[src/rtl/if_id_pipe.sv]
// IF/ID pipeline boundary register with valid/ready flow control, synchronous flush
// and registered bubble outputs. Define IF_ID_SKID_EN to add a second (skid) entry.
module if_id_pipe #(
  parameter int                 ADDR_W   = 32,
  parameter int                 INST_W   = 32,
  parameter logic [INST_W-1:0]  NOP_INST = '0
) (
  input  logic              clk,
  input  logic              rst,
  input  logic              if_valid,
  output logic              if_ready,
  input  logic [ADDR_W-1:0] if_pc,
  input  logic [INST_W-1:0] if_inst,
  input  logic              flush,
  output logic              id_valid,
  input  logic              id_ready,
  output logic [ADDR_W-1:0] id_pc,
  output logic [INST_W-1:0] id_inst
);

  logic              main_vld_q, main_vld_d;
  logic [ADDR_W-1:0] main_pc_q,  main_pc_d;
  logic [INST_W-1:0] main_inst_q, main_inst_d;
  logic              in_xfer, out_xfer, load_main;

  assign in_xfer   = if_valid && if_ready;
  assign out_xfer  = main_vld_q && id_ready;
  assign load_main = !main_vld_q || out_xfer;

  assign id_valid = main_vld_q;
  assign id_pc    = main_pc_q;
  assign id_inst  = main_inst_q;

`ifdef IF_ID_SKID_EN
  logic              skid_vld_q, skid_vld_d;
  logic [ADDR_W-1:0] skid_pc_q,  skid_pc_d;
  logic [INST_W-1:0] skid_inst_q, skid_inst_d;

  // Ready is purely the registered "skid empty" flag: no path from id_ready.
  assign if_ready = !skid_vld_q;

  always_comb begin
    main_vld_d  = main_vld_q;
    main_pc_d   = main_pc_q;
    main_inst_d = main_inst_q;
    skid_vld_d  = skid_vld_q;
    skid_pc_d   = skid_pc_q;
    skid_inst_d = skid_inst_q;
    if (flush) begin
      main_vld_d  = 1'b0;
      main_pc_d   = '0;
      main_inst_d = NOP_INST;
      skid_vld_d  = 1'b0;
    end else if (load_main) begin
      if (skid_vld_q) begin
        main_vld_d  = 1'b1;
        main_pc_d   = skid_pc_q;
        main_inst_d = skid_inst_q;
        skid_vld_d  = in_xfer;
        skid_pc_d   = if_pc;
        skid_inst_d = if_inst;
      end else if (in_xfer) begin
        main_vld_d  = 1'b1;
        main_pc_d   = if_pc;
        main_inst_d = if_inst;
      end else begin
        main_vld_d  = 1'b0;
        main_pc_d   = '0;
        main_inst_d = NOP_INST;
      end
    end else if (in_xfer) begin
      skid_vld_d  = 1'b1;
      skid_pc_d   = if_pc;
      skid_inst_d = if_inst;
    end
  end

  always_ff @(posedge clk or negedge rst) begin
    if (!rst) begin
      skid_vld_q  <= 1'b0;
      skid_pc_q   <= '0;
      skid_inst_q <= NOP_INST;
    end else begin
      skid_vld_q  <= skid_vld_d;
      skid_pc_q   <= skid_pc_d;
      skid_inst_q <= skid_inst_d;
    end
  end
`else
  // Single entry: accept whenever the held beat is leaving or there is none.
  assign if_ready = id_ready || !main_vld_q;

  always_comb begin
    main_vld_d  = main_vld_q;
    main_pc_d   = main_pc_q;
    main_inst_d = main_inst_q;
    if (flush || (load_main && !in_xfer)) begin
      main_vld_d  = 1'b0;
      main_pc_d   = '0;
      main_inst_d = NOP_INST;
    end else if (load_main) begin
      main_vld_d  = 1'b1;
      main_pc_d   = if_pc;
      main_inst_d = if_inst;
    end
  end
`endif

  always_ff @(posedge clk or negedge rst) begin
    if (!rst) begin
      main_vld_q  <= 1'b0;
      main_pc_q   <= '0;
      main_inst_q <= NOP_INST;
    end else begin
      main_vld_q  <= main_vld_d;
      main_pc_q   <= main_pc_d;
      main_inst_q <= main_inst_d;
    end
  end

endmodule

[config.mk]
export PLATFORM = sky130hd
export DESIGN_NAME = if_id_pipe
export DESIGN_NICKNAME = d
export VERILOG_FILES = /design/src/rtl/if_id_pipe.sv
export SDC_FILE = /design/constraint.sdc
export NUM_CORES = 1
export LEC_CHECK = 0
export BUFFER_PORTS_ARGS = -buffer_cell sky130_fd_sc_hd__clkbuf_2
export CORE_MARGIN = 5
export CORE_UTILIZATION = 52
export DETAILED_ROUTE_END_ITERATION = 6
export GPL_ROUTABILITY_DRIVEN = 0
export GPL_TIMING_DRIVEN = 0
export PLACE_DENSITY = 0.86
export SLEW_MARGIN = 20
export SYNTH_ARGS = -nofsm -noshare
export SYNTH_HDL_FRONTEND = slang
export SYNTH_SLANG_ARGS = --single-unit
[constraint.sdc]
create_clock -name clk -period 2.6 [get_ports clk]
set_clock_uncertainty 0.15 [all_clocks]
set_input_delay 0.65 -clock clk [delete_from_list [all_inputs] [get_ports clk]]
set_output_delay 0.65 -clock clk [all_outputs]
set_load 0.01 [all_outputs]
# Word-level counts from Yosys, hierarchy flattened
# Index checks and enable logic that the tools add are counted.
[totals]
register_bits = 65
latch_bits = 0
mem_bits_rw = 0
romBits = 0
input_bits = 69
out_inout_bits = 66
wordCells = 18
mem_count = 0
[classes]
n_addsub = 0
mul = 0
n_div = 0
n_lt_le_gt_ge = 0
n_eq_ne = 0
shifts = 0
n_mux = 6
bitwise = 0
reduce_logical = 9
[ops]
columns = ["cell", "count"]
rows = [
  ["$mux W32", 4],
  ["$logic_and A1 B1 Y1", 3],
  ["$logic_or A1 B1 Y1", 3],
  ["$logic_not A1 Y1", 2],
  ["$mux W1", 2],
  ["$reduce_bool A2 Y1", 1],
]

# Depth between registers and ports, before layout
[depth]
word_depth = 7
mapped_depth = 6
ltp_nobuf = 4

# Least setup slack after synthesis
# OpenSTA, ideal clock, no wires.
[synth_path]
path_type = "input to output"
start = "input port id_ready"
end = "output port if_ready"
arrival_time_ps = 997
required_ps = 1800
setup_slack_ps = 803
stages = 3
path_buffers = 1
cell_sequence = "nor2b_4 inv_4 buf_2"
[synth_between]
elab_chain_len = 1
[synth_lines]
columns = ["element", "line_no", "text"]
rows = [
  ["start: declaration", "16", "input logic id_ready,"],
  ["$logic_or A1 B1 Y1", "91", "assign if_ready = id_ready || !main_vld_q;"],
  ["end: declaration", "11", "output logic if_ready,"],
]
# Every way passes these cells.

# Worst setup path in the final report
# Ends and elaborated chain as after synthesis.

==> reports/qor_table.md <==
| Quantity | This run | Unit |
|---|---|---|
| Result of the run | complete, no violations | - |
| Sequential cell area fraction in the yosys report | 0.500 | - |
| Commonest non-fill, non-tap cell in the layout | sky130_fd_sc_hd__clkbuf_2 | - |
| Fillers | 465 | - |
| Met3 demand-to-capacity share in global routing | 0.0756 | - |
| Number of antenna violations at the first check in global routing | 0 | - |
| Peak ir drop on the vdd network | 0.372 | mV |
| Static leakage | 2.03 | nW |
| Starting density of the core | 0.543 | - |
| Sequential cell area in the final layout | 0.00163 | mm2 |
| Max Fanout on Critical Path | 10 | - |
| Most used routing layer in global routing | met2 | - |
| Count of distinct cell types in the synthesized netlist | 14 | - |
| Warning count from the yosys run | 0 | - |
| Vias/cell | 5.10 | - |
| Fraction of post-synthesis cell area in the top cell type by area | 0.500 | - |
| CTS Buf Count | 9 | - |
| Commonest cells after routing, fill and taps aside | sky130_fd_sc_hd__clkbuf_2 (131), sky130_fd_sc_hd__dfrtp_1 (65), sky130_fd_sc_hd__nand2_1 (64), sky130_fd_sc_hd__nand3_2 (50), sky130_fd_sc_hd__a21oi_2 (50) | - |
| Footprint of the multi-input gates | 0.00134 | mm2 |
| Total power density per cell area | 517 | mW/mm2 |
| Critical Setup Path Class | in -> out | - |
| Clock transition at the registers of the reported paths | 0.06 | ns |
| Synthesized area divided by synthesized cell count | 11.3 | um2 |
| Achievable frequency | 481 | MHz |
| Longest Clk Path Bufs | 2 | - |
| Core outline area | 0.00599 | mm2 |
| Resized Gates After CTS | 0 | - |
| Total Nets Final | 502 | - |
| Share of the core filled with cells in the final layout | 0.700 | - |
| Residual DRC | 0 | - |
| Total routing resource utilization after global routing | 0.209 | - |
| Max Cap Viol | 0 | - |
| Category of the worst setup path launch point | input port | - |
| Worst Reg-to-Reg Cells | 6 | - |
| FF-to-FF Start | id_valid$_DFFE_PN0P_ | - |
| Layout overhead on the synthesized area | 28.9 | % |
| Final setup vio count | 0 | - |
| Number of nets produced by synthesis | 358 | - |
| Endpoint kind of the worst setup timing path | output port | - |
| Die Outline Area | 0.00794 | mm2 |
| Buffers on Ports | 132 | - |
| GR met1 Demand/Resource | 0.244 | - |
| # IOs | 135 | - |
| Root buf cell | sky130_fd_sc_hd__clkbuf_8 | - |
| Number of detailed-routing iterations run before antenna repair | 4 | - |
| Fraction of final layout cells sized beyond drive strength 1 | 0.629 | - |
| Die span in x | 89.1 | um |
| Total instance count after detailed placement | 497 | - |
| Setup repair after global routing missed its margin | no | - |
| Number of buffers inserted by hold repair at cts | 0 | - |
| Clock Sink Count | 65 | - |
| Pin count of the biggest net entering global routing | 53 | - |
| Total setup buffers inserted after CTS | 0 | - |
| Slew Viols, Final | 0 | - |
| Average wire per standard cell | 15.4 | um |
| First-pass GRT wire length | 12,800 | um |
| Worst setup path start | id_ready | - |
| Routing usage on met2 | 0.354 | - |
| Worst hold margin | 0.0479 | ns |
| Synthesized cell area | 0.00325 | mm2 |
| Worst reg2reg endpoint | id_inst[17]$_DFFE_PN0P_ | - |
| Summed negative setup slack over all endpoints | 0 | ns |
| Time the worst path needs with I/O delays and setup | 2.08 | ns |
| Number of vias in the routed layout | 2,594 | - |
| Diode insertion count for antenna repair | 0 | - |
| Worst relative slew slack | 0.719 | - |
| Internal reg-to-reg setup slack | 1.27 | ns |
| Max H-tree Level | 3 | - |
| Clock Latency Late Sink | 0.33 | ns |
| Required time of the critical path | 1.80 | ns |
| Yosys reg bits | 65 | - |
| Final cell area excluding filler cells | 0.00419 | mm2 |
| Slew at the pin with the worst max-slew slack | 0.422 | ns |
| Final hold vios | 0 | - |
| Leading post-synthesis cells by cell area | sky130_fd_sc_hd__dfrtp_1 (50%), sky130_fd_sc_hd__nand3_2 (15%), sky130_fd_sc_hd__a21oi_2 (13%) | - |
| Worst setup path endpoint | if_ready | - |
| Cell area after placement | 0.00404 | mm2 |
| Number of global-route vias before repair | 2,724 | - |
| Estimated wirelength of the detail-placed design | 5880 | um |
| Crit share post-route | 0.799 | - |
| Post-synthesis cell count | 289 | - |
| Routed Antenna Nets | 0 | - |
| Count of routing violations after the opening detailed-route iteration | 62 | - |
| Signal arrival time at the worst endpoint | 1.28 | ns |
| Height of the die | 89.1 | um |
| Clock tree from TritonCTS | done | - |
| Floorplan row count | 28 | - |
| Top cell type by total area after synthesis | sky130_fd_sc_hd__dfrtp_1 | - |
| Wire length reported by the detailed router | 7830 | um |
| Total overflow reported by the global router | 0 | - |
| Type of the worst min-delay path | in -> async | - |
| Count of placed standard cells in the final layout, fillers left out | 509 | - |
critical path, cell delays in order:
cell                       delay, ns
sky130_fd_sc_hd__clkbuf_2       0.10
sky130_fd_sc_hd__nor2b_4        0.16
sky130_fd_sc_hd__inv_4          0.05
sky130_fd_sc_hd__buf_2          0.17
sky130_fd_sc_hd__clkbuf_2       0.14
through the flow:
stage / total power, mW / worst slack [ns]
2_1_floorplan: 1.30 / 0.803
3_3_place_gp: 1.45 / 0.316
3_5_place_dp: 1.47 / 0.530
4_1_cts: 2.19 / 0.523
5_1_grt: 2.28 / 0.452
6_report: 2.17 / 0.522
sequential cells by signal, summed over array words and instances, names as in the netlist:
signal / cells
id_inst: 32
id_pc: 32
id_valid: 1
report_power, final:
part / total, mW / internal (mW) / switching [mW]
logic: 0.363 / 0.158 / 0.205
clock network: 0.724 / 0.375 / 0.349
registers: 1.08 / 1.06 / 0.0252
how the worst min path moves through the flow:
stage	from	end	slack, ns	cells after the start
6_report	rst	id_pc[25]$_DFFE_PN0P_	0.05	1
5_1_grt	rst	id_inst[31]$_DFFE_PN0P_	0.04	1
4_1_cts	rst	id_pc[25]$_DFFE_PN0P_	0.04	1
3_5_place_dp	id_pc[17]$_DFFE_PN0P_	id_pc[17]$_DFFE_PN0P_	0.36	2
3_3_place_gp	id_pc[19]$_DFFE_PN0P_	id_pc[19]$_DFFE_PN0P_	0.36	2
2_1_floorplan	rst	id_inst[0]$_DFFE_PN0P_	0.20	0
synthesized netlist by cell type (all sizes together):
master,n
inv,1
nand2,64
a21oi,64
nand3,64
nor2,2
dfrtp,65
clkbuf,2
buf,26
nor2b,1
logic make-up after synthesis:
group / count (synthesis) / synth area share
buf+inv: 29 / 0.0881
flops: 65 / 0.500
compound gates: 64 / 0.156
simple gates: 131 / 0.256
routing by layer:
metal | wire (um) | share of wire
met3 | 792 | 0.10
met2 | 3900 | 0.50
met5 | 0 | 0
met4 | 91 | 0.012
met1 | 3040 | 0.39
layout make-up:
type | instances | area share
inverters | 1 | 0.00149
well taps | 75 | 0.0224
plain buffers | 28 | 0.0668
flip-flops and latches | 65 | 0.388
repair buffers | 133 | 0.165
clock buffers | 11 | 0.0361
clock inverters | 1 | 0.00119
multi-input cells | 195 | 0.320
(Power assumes the default switching activity.)
